## src/rtl/mem_arbiter_if.sv

```systemverilog
`default_nettype none
// ============================================================================
// Module      : mem_arbiter_if
// Description : Bus bundle between the fetch stage, the load/store unit,
//               the unified memory and mem_arbiter.
//               Fetch side : if_req, if_addr -> if_rdata, if_done, if_stall
//               Data side  : dm_req, dm_we, dm_addr, dm_wdata
//                            -> dm_rdata, dm_done, dm_stall
//               Ownership  : grant_if, grant_dm
//               Memory side: mem_req, mem_we, mem_addr, mem_wdata
//                            <- mem_rdata, mem_ready
//               slave  = arbiter view, master = environment view.
// Revision    : 1.0 - initial release
// ============================================================================
interface mem_arbiter_if #(
    parameter int DATA_WIDTH = 32,
    parameter int ADDR_WIDTH = 32
);
    logic                  if_req;
    logic [ADDR_WIDTH-1:0] if_addr;
    logic [DATA_WIDTH-1:0] if_rdata;
    logic                  if_done;
    logic                  if_stall;

    logic                  dm_req;
    logic                  dm_we;
    logic [ADDR_WIDTH-1:0] dm_addr;
    logic [DATA_WIDTH-1:0] dm_wdata;
    logic [DATA_WIDTH-1:0] dm_rdata;
    logic                  dm_done;
    logic                  dm_stall;

    logic                  grant_if;
    logic                  grant_dm;

    logic                  mem_req;
    logic                  mem_we;
    logic [ADDR_WIDTH-1:0] mem_addr;
    logic [DATA_WIDTH-1:0] mem_wdata;
    logic [DATA_WIDTH-1:0] mem_rdata;
    logic                  mem_ready;

    modport slave (
        input  if_req, if_addr, dm_req, dm_we, dm_addr, dm_wdata,
               mem_rdata, mem_ready,
        output if_rdata, if_done, if_stall, dm_rdata, dm_done, dm_stall,
               grant_if, grant_dm, mem_req, mem_we, mem_addr, mem_wdata
    );

    modport master (
        output if_req, if_addr, dm_req, dm_we, dm_addr, dm_wdata,
               mem_rdata, mem_ready,
        input  if_rdata, if_done, if_stall, dm_rdata, dm_done, dm_stall,
               grant_if, grant_dm, mem_req, mem_we, mem_addr, mem_wdata
    );
endinterface
`default_nettype wire

```

## src/rtl/mem_arbiter.sv

```systemverilog
`default_nettype none
// ============================================================================
// Module      : mem_arbiter
// Description : Arbiter/sequencer sharing one single-ported memory between
//               instruction fetch and the load/store unit. Data accesses win
//               arbitration; a saturating starvation counter forces a fetch
//               grant after STARVE_LIMIT consecutive data grants taken while
//               fetch was waiting. Each access runs IDLE -> BUSY -> RESP.
// Ports       : clk - clock, rising edge
//               rst - asynchronous active-high reset
//               bus - mem_arbiter_if.slave (request, response, memory bus)
// Revision    : 1.0 - initial release
// ============================================================================
module mem_arbiter #(
    parameter int DATA_WIDTH   = 32,
    parameter int ADDR_WIDTH   = 32,
    parameter int STARVE_LIMIT = 4
) (
    input  wire logic        clk,
    input  wire logic        rst,
    mem_arbiter_if.slave     bus
);

    localparam logic [1:0] S_IDLE = 2'd0;
    localparam logic [1:0] S_BUSY = 2'd1;
    localparam logic [1:0] S_RESP = 2'd2;

    localparam int                 c_cnt_w      = $clog2(STARVE_LIMIT + 1);
    localparam logic [c_cnt_w-1:0] c_starve_max = c_cnt_w'(STARVE_LIMIT);

    logic [1:0]            r_state;
    logic [1:0]            w_state_nxt;
    logic                  w_grant_dm;
    logic                  w_grant_if;

    logic                  r_owner_dm;   // 1 = data side owns the access
    logic [ADDR_WIDTH-1:0] r_addr;
    logic                  r_we;
    logic [DATA_WIDTH-1:0] r_wdata;
    logic [c_cnt_w-1:0]    r_starve_cnt;
    logic [DATA_WIDTH-1:0] r_if_rdata;
    logic [DATA_WIDTH-1:0] r_dm_rdata;

    // ------------------------------------------------------------------
    // State register
    // ------------------------------------------------------------------
    always_ff @(posedge clk or posedge rst) begin
        if (rst) begin
            r_state <= S_IDLE;
        end else begin
            r_state <= w_state_nxt;
        end
    end

    // ------------------------------------------------------------------
    // Next state and grant decision. Requests are only looked at in IDLE.
    // ------------------------------------------------------------------
    always_comb begin
        w_state_nxt = r_state;
        w_grant_dm  = 1'b0;
        w_grant_if  = 1'b0;
        case (r_state)
            S_IDLE: begin
                if (bus.dm_req && !(bus.if_req && (r_starve_cnt == c_starve_max))) begin
                    w_grant_dm  = 1'b1;
                    w_state_nxt = S_BUSY;
                end else if (bus.if_req) begin
                    w_grant_if  = 1'b1;
                    w_state_nxt = S_BUSY;
                end
            end
            S_BUSY: begin
                if (bus.mem_ready) begin
                    w_state_nxt = S_RESP;
                end
            end
            S_RESP: begin
                w_state_nxt = S_IDLE;
            end
            default: begin
                w_state_nxt = S_IDLE;
            end
        endcase
    end

    // ------------------------------------------------------------------
    // Request latch, starvation counter and read-data capture
    // ------------------------------------------------------------------
    always_ff @(posedge clk or posedge rst) begin
        if (rst) begin
            r_owner_dm   <= 1'b0;
            r_addr       <= '0;
            r_we         <= 1'b0;
            r_wdata      <= '0;
            r_starve_cnt <= '0;
            r_if_rdata   <= '0;
            r_dm_rdata   <= '0;
        end else begin
            if (w_grant_dm) begin
                r_owner_dm <= 1'b1;
                r_addr     <= bus.dm_addr;
                r_we       <= bus.dm_we;
                r_wdata    <= bus.dm_wdata;
                // Only a data grant that leaves fetch waiting counts as starving it
                if (!bus.if_req) begin
                    r_starve_cnt <= '0;
                end else if (r_starve_cnt != c_starve_max) begin
                    r_starve_cnt <= r_starve_cnt + 1'b1;
                end
            end else if (w_grant_if) begin
                r_owner_dm   <= 1'b0;
                r_addr       <= bus.if_addr;
                r_we         <= 1'b0;
                r_wdata      <= '0;
                r_starve_cnt <= '0;
            end

            // Stores complete without touching the read-data registers
            if ((r_state == S_BUSY) && bus.mem_ready && !r_we) begin
                if (r_owner_dm) begin
                    r_dm_rdata <= bus.mem_rdata;
                end else begin
                    r_if_rdata <= bus.mem_rdata;
                end
            end
        end
    end

    // ------------------------------------------------------------------
    // Outputs
    // ------------------------------------------------------------------
    assign bus.mem_req   = (r_state == S_BUSY);
    assign bus.mem_we    = (r_state == S_BUSY) && r_we;
    assign bus.mem_addr  = r_addr;
    assign bus.mem_wdata = r_wdata;

    assign bus.grant_dm  = (r_state != S_IDLE) &&  r_owner_dm;
    assign bus.grant_if  = (r_state != S_IDLE) && !r_owner_dm;

    assign bus.dm_done   = (r_state == S_RESP) &&  r_owner_dm;
    assign bus.if_done   = (r_state == S_RESP) && !r_owner_dm;

    assign bus.if_rdata  = r_if_rdata;
    assign bus.dm_rdata  = r_dm_rdata;

    // Stalls are masked by rst so they read 0 for the whole reset window
    assign bus.if_stall  = bus.if_req && !bus.if_done && !rst;
    assign bus.dm_stall  = bus.dm_req && !bus.dm_done && !rst;

endmodule
`default_nettype wire

```

## src/flat_wrapper.sv

```systemverilog
// flat-port wrapper written by rule: the top's interface ports become plain ports
module mem_arbiter_flat 
#(
    parameter int DATA_WIDTH   = 32,
    parameter int ADDR_WIDTH   = 32,
    parameter int STARVE_LIMIT = 4
)
  (clk, rst, bus_if_req, bus_if_addr, bus_dm_req, bus_dm_we, bus_dm_addr, bus_dm_wdata, bus_mem_rdata, bus_mem_ready, bus_if_rdata, bus_if_done, bus_if_stall, bus_dm_rdata, bus_dm_done, bus_dm_stall, bus_grant_if, bus_grant_dm, bus_mem_req, bus_mem_we, bus_mem_addr, bus_mem_wdata);
  mem_arbiter_if #(.DATA_WIDTH(DATA_WIDTH), .ADDR_WIDTH(ADDR_WIDTH)) bus_i ();
  input  wire logic clk;
  input  wire logic rst;
  input wire logic [$bits(bus_i.if_req)-1:0] bus_if_req;
  input wire logic [$bits(bus_i.if_addr)-1:0] bus_if_addr;
  input wire logic [$bits(bus_i.dm_req)-1:0] bus_dm_req;
  input wire logic [$bits(bus_i.dm_we)-1:0] bus_dm_we;
  input wire logic [$bits(bus_i.dm_addr)-1:0] bus_dm_addr;
  input wire logic [$bits(bus_i.dm_wdata)-1:0] bus_dm_wdata;
  input wire logic [$bits(bus_i.mem_rdata)-1:0] bus_mem_rdata;
  input wire logic [$bits(bus_i.mem_ready)-1:0] bus_mem_ready;
  output wire logic [$bits(bus_i.if_rdata)-1:0] bus_if_rdata;
  output wire logic [$bits(bus_i.if_done)-1:0] bus_if_done;
  output wire logic [$bits(bus_i.if_stall)-1:0] bus_if_stall;
  output wire logic [$bits(bus_i.dm_rdata)-1:0] bus_dm_rdata;
  output wire logic [$bits(bus_i.dm_done)-1:0] bus_dm_done;
  output wire logic [$bits(bus_i.dm_stall)-1:0] bus_dm_stall;
  output wire logic [$bits(bus_i.grant_if)-1:0] bus_grant_if;
  output wire logic [$bits(bus_i.grant_dm)-1:0] bus_grant_dm;
  output wire logic [$bits(bus_i.mem_req)-1:0] bus_mem_req;
  output wire logic [$bits(bus_i.mem_we)-1:0] bus_mem_we;
  output wire logic [$bits(bus_i.mem_addr)-1:0] bus_mem_addr;
  output wire logic [$bits(bus_i.mem_wdata)-1:0] bus_mem_wdata;
  assign bus_i.if_req = bus_if_req;
  assign bus_i.if_addr = bus_if_addr;
  assign bus_i.dm_req = bus_dm_req;
  assign bus_i.dm_we = bus_dm_we;
  assign bus_i.dm_addr = bus_dm_addr;
  assign bus_i.dm_wdata = bus_dm_wdata;
  assign bus_i.mem_rdata = bus_mem_rdata;
  assign bus_i.mem_ready = bus_mem_ready;
  assign bus_if_rdata = bus_i.if_rdata;
  assign bus_if_done = bus_i.if_done;
  assign bus_if_stall = bus_i.if_stall;
  assign bus_dm_rdata = bus_i.dm_rdata;
  assign bus_dm_done = bus_i.dm_done;
  assign bus_dm_stall = bus_i.dm_stall;
  assign bus_grant_if = bus_i.grant_if;
  assign bus_grant_dm = bus_i.grant_dm;
  assign bus_mem_req = bus_i.mem_req;
  assign bus_mem_we = bus_i.mem_we;
  assign bus_mem_addr = bus_i.mem_addr;
  assign bus_mem_wdata = bus_i.mem_wdata;
  mem_arbiter #(.DATA_WIDTH(DATA_WIDTH), .ADDR_WIDTH(ADDR_WIDTH), .STARVE_LIMIT(STARVE_LIMIT)) u_core (.clk(clk), .rst(rst), .bus(bus_i));
endmodule
```

## config.mk

```make
export PLATFORM = sky130hd
export DESIGN_NAME = mem_arbiter_flat
export DESIGN_NICKNAME = d
export VERILOG_FILES = /design/src/rtl/mem_arbiter_if.sv /design/src/rtl/mem_arbiter.sv /design/src/flat_wrapper.sv
export SDC_FILE = /design/constraint.sdc
export NUM_CORES = 1
export LEC_CHECK = 0
export BUFFER_PORTS_ARGS = -buffer_cell sky130_fd_sc_hd__buf_4
export CORE_UTILIZATION = 43
export CTS_BUF_LIST = sky130_fd_sc_hd__clkbuf_4
export DETAILED_ROUTE_END_ITERATION = 10
export GPL_TIMING_DRIVEN = 0
export PLACE_DENSITY = 0.72
export SYNTH_ARGS = -nofsm -noshare
export SYNTH_HDL_FRONTEND = slang
export SYNTH_SLANG_ARGS = --single-unit
```

## constraint.sdc

```tcl
create_clock -name clk -period 6 [get_ports clk]
set_input_delay 1.8 -clock clk [delete_from_list [all_inputs] [get_ports clk]]
set_output_delay 1.8 -clock clk [all_outputs]
set_load 0.005 [all_outputs]
```

# Yosys cells after proc, flatten, opt, wreduce, memory -nomap -nowiden
# Index checks and enable logic that the tools add are counted.
word_totals:
  output_inout_bits: 136
  word_cells: 63
  in_bits: 134
  ff_bits: 135
op_classes:
  n_eq_ne: 7
  mux: 20
  n_reduce_logical: 26
  bitwise: 1
  addsub: 1
op_table:
  columns: ["operator", "n"]
  rows:
  - ["32-bit two-way mux", 4]
  - ["1-bit logical AND", 13]
  - ["3-bit two-way mux", 4]
  - ["1-bit two-way mux", 8]
  - ["2-bit AND reduction", 4]
  - ["1-bit logical NOT", 6]
  - ["2-bit two-way mux", 3]
  - ["3-bit != test (second input constant)", 2]
  - ["2-bit one-hot mux with 2 select lines", 1]
  - ["2-bit nonzero test", 2]
  - ["3-bit by 1-bit adder with 3-bit output (second input constant)", 1]
  - ["3-bit equality test (second input constant)", 1]
  - ["3-bit by 2-bit != test with 1-bit output (second input constant)", 1]
  - ["2-bit by 1-bit equality test with 1-bit output (second input constant)", 1]
  - ["2-bit equality test (second input constant)", 1]
  - ["2-bit logical NOT", 1]
  - ["2-bit != test (second input constant)", 1]
  - ["1-bit NOT", 1]

# Longest topological paths before layout
depth:
  depth_word: 8
  ltp_mapped: 7
  mapped_depth_nobuf: 5

# Worst setup path before layout
# Ideal clock, no wire load.
synth_timing:
  kind: "input to output"
  startpoint: "input bus_dm_req"
  endpoint: "output bus_dm_stall"
  stages: 3
  path_slack_ns: 1.795
  required_time_ns: 4.200
  t_arrival_ns: 2.405
  path_cell_list: "buf_2 -> clkbuf_1 -> nor3b_1"
synth_between:
  elab_chain_cells: 2
synth_lines:
  columns: ["element", "line", "rtl"]
  rows:
  - ["from (decl)", "flat_wrapper.sv:14", "input wire logic [$bits(bus_i.dm_req)-1:0] bus_dm_req;"]
  - ["1-bit logical AND (2 in series)", "mem_arbiter.sv:148", "assign bus.dm_stall = bus.dm_req && !bus.dm_done && !rst;"]
  - ["to (decl)", "flat_wrapper.sv:25", "output wire logic [$bits(bus_i.dm_stall)-1:0] bus_dm_stall;"]
# No other way between the ends.

# Final worst setup path
# Ends and elaborated chain as after synthesis.

==> run summary <==
In the final routed layout, each cell accounts on average for roughly 18 um. The cell count after synthesis came out at 399. The pin slew with the least headroom to its limit is between 0.5 and 0.6 ns.

The remaining antenna violation count is 0. The overall routed net length came out at around 16 mm. The combined area of all synthesized cells is between 5000 and 6000 um^2.

The die is 117 um tall. After Yosys synthesis, full adders, half adders and majority gates account for less than 1% of the synthesized area. The proportion of synthesized area in mux cells is roughly an eighth.

The max-capacitance violation count is 0. The net count of the mapped netlist came out at ~540. The pin count of the biggest net entering global routing is 77. The post-synthesis sequential area ratio is 59.7%. The clock root buffer is sky130_fd_sc_hd__clkbuf_4. The total leakage power is 0.00398 uW. The most common cell after layout, fill and taps aside is sky130_fd_sc_hd__buf_4. The share of synthesized area in the top cell type comes to between 50% and 60%. In this run the worst hold path is classified as register to register.

The number of buffers added by the clock tree synthesis step is 17. The total area inside the core boundary comes to 12,700 um^2. The total setup buffers inserted after CTS came out at 0. The count of filler cells inserted in the layout is 1,034. At the placement stage, the worst setup path has a slack of 1.46 ns. After synthesis, the largest family of logic cells by area is compound AO/OA/AOI/OAI gates. The final routed DRC violation total is 0.

The final setup skew came out at 0.0125 ns. The number of global-route vias before repair was 4,627. The initial antenna violation count came out at 0. The least setup slack across all paths after layout came out at 1.45 ns. Static timing analysis puts the maximum clock frequency at 220 MHz. The max-slew violation total from the final report came out at 0. The flow ran to the end, and the final reports show no timing, DRC or antenna violations.

The synthesis warning total came out at 0. The clock period minus final worst setup slack is 4.55 ns. The kind of launch point of the worst setup path is an input port. Summed over all instances, the cell type with the most area after synthesis is sky130_fd_sc_hd__dfrtp_1.

The worst-case IR drop observed on VDD is about 0.24 mV. The clock latency at the later pin of the worst-skew pair came out at approximately 0.54 ns. Gates resized during post-CTS repair numbered 0. The buffer depth of the longest clock path is 2.

The repair_antennas step left the layout with diodes totalling 0. The total overflow reported by the global router is 0. The critical path is of the input port to primary output type. The layout-stage area growth over the synthesis result is 43.7%. The die width came out at 117 um. The number of H-tree levels came out at 4.

The count of hold-fix buffers inserted at cts is 0. The fraction of the cycle the final worst path needs came out at 75.8%. The clock tree from TritonCTS is done. For this design the ratio of total power to cell area is 479 nW/um^2.

The number of setup violations in the final report came out at 0. The count of different cell masters after synthesis came out at 31. For this configuration, the core starts out at a cell density of between 40% and 50%. At the worst endpoint, the required time is between 4 and 5 ns. Leaving out fill and tap cells, the most frequent cells in the layout are 267 x sky130_fd_sc_hd__buf_4, 135 x sky130_fd_sc_hd__dfrtp_1, 62 x sky130_fd_sc_hd__mux2_1. The average via count per standard cell came out at 5.30. The number of flip-flops and latches in the synthesized netlist came out at 135. Dividing the synthesized area by the synthesized cell count gives between 10 and 15 um^2.

Along the worst path, the maximum fanout reaches 10. The critical path data arrival time came out at around 2.8 ns. The combined global-route utilization of all metal layers is 23.8%.

The synthesized-area fraction occupied by xor and xnor cells came out at less than 1%. The number of buffers inserted by port buffering is ~270. The final layout contains around 800 nets. The die covers roughly 14,000 um^2. The final weighted congestion in routability-driven placement came out at a little under 0.8.

The post-synthesis simple-gate area fraction came out at 7.40%. The share of cells above drive strength 1 came out at 46.8%. The number of endpoints with negative hold slack in the final report is 0.

The total number of vias is 4,610. Sorting the synthesized cells by area gives the leading types as sky130_fd_sc_hd__dfrtp_1 60%, sky130_fd_sc_hd__mux2_1 12%, sky130_fd_sc_hd__a311o_1 5.7%. The number of sinks driven by the clock tree is 135. The pre-antenna-repair detailed-routing pass consisted of 4 iterations. The cell row count came out at between 40 and 50. Setup repair after global routing left no endpoint under its margin. STA classifies the critical path endpoint as a primary output. The estimated wirelength of the detail-placed design is 11.9 mm. The synthesized netlist devotes 16.0% of its cell area to compound gates. The post-route total power came out at just under 4000 uW. The first global-routing pass estimated about 24 mm of wire.

The clock transition time at the flip-flop clock pins of the worst setup and hold paths came out at 0.10 ns. 270 I/O pins were placed. The relative slew slack is 61.4%.

For this block, the initial DRC count from the detailed router was 259.
## report_power, final
group / internal (uW) / switching, uW / leakage, uW
Sequential: 1350 / 257 / 0.00164
Combinational: 1060 / 717 / 0.00222
Clock: 196 / 317 / 0.000122
## registers in the layout (all words and copies together), names as in the netlist
signal,count
u_core.r_state,2
u_core.r_owner_dm,1
u_core.bus.mem_wdata,32
u_core.r_starve_cnt,3
u_core.bus.mem_addr,32
u_core.bus.dm_rdata,32
u_core.bus.if_rdata,32
u_core.r_we,1
## kinds of logic (layout without fill, tap and decap cells)
group	after synthesis	count (layout)
AOI/OAI and AO/OA	104	104
buffers and inverters	43	341
adders and majority gates	2	2
DFF	135	135
xor gates and xnor gates	1	1
and+or+nand+nor	50	50
muxes	64	64
## final cells by class
cell class	count	area [um^2]	area share [%]
Sequential cell	135	3380	41.5
Clock inverter	12	88.8	1.09
Clock buffer	18	135	1.66
Buffer	38	188	2.31
Multi-Input combinational cell	221	2080	25.5
Timing Repair Buffer	268	2030	25.0
Inverter	5	23.8	0.292
Tap cell	172	215	2.64
## through the flow
stage	instances	area [um^2]	setup TNS [ns]	util [%]	hold WS [ns]
after floorplan	399	5660	0	-	0.476
after global placement	838	7880	-109.04	61.9	0.469
after detailed placement	839	7910	0	62.2	0.477
after CTS	869	8140	0	64.0	0.502
after global routing	869	8140	0	64.0	0.511
final	869	8140	0	64.0	0.497
## routing by layer
metal | vias to the layer above | wire length [um] | global-route usage, %
met2 | 216 | 7900 | 39.4
met1 | 2254 | 6180 | 27.8
met5 | - | 0 | 0
met3 | 24 | 1510 | 9.34
met4 | 0 | 299 | 9.37
li1 | 2116 | - | -
## Yosys cell counts, drive strengths merged
cell type,number
inv,5
and3,1
o31ai,1
nor2b,1
o21ai,3
nand4b,1
dfrtp,135
or2,1
ha,2
and3b,1
a32o,2
nor2,4
nand3,2
and4,32
a311o,32
o21a,32
xor2,1
and2,3
buf,21
a22o,33
and4bb,1
nor3b,2
clkbuf,17
nor3,1
mux2,64
a21o,1
## final timing paths
kind                       slack, ns  cells after the start                                start                              endpoint
max                             1.45                      4                           bus_dm_req                          bus_dm_stall
min                             0.50                      1  u_core.bus.if_rdata[10]$_DFFE_PP0P_   u_core.bus.if_rdata[10]$_DFFE_PP0P_
max reg2reg                     4.10                      4        u_core.r_state[1]$_DFFE_PP0P_   u_core.bus.mem_addr[10]$_DFFE_PP0P_
min reg2reg                     0.50                      1  u_core.bus.if_rdata[10]$_DFFE_PP0P_   u_core.bus.if_rdata[10]$_DFFE_PP0P_
max in group asynchronous       3.91                      3                                  rst   u_core.bus.if_rdata[14]$_DFFE_PP0P_
min in group asynchronous       1.34                      2                                  rst  u_core.bus.mem_wdata[16]$_DFFE_PP0P_
## critical path, stage by stage
cell                       delay [ns]
sky130_fd_sc_hd__buf_2           0.18
sky130_fd_sc_hd__clkbuf_1        0.37
sky130_fd_sc_hd__nor3b_1         0.24
sky130_fd_sc_hd__buf_4           0.15
(Power assumes the default switching activity.)
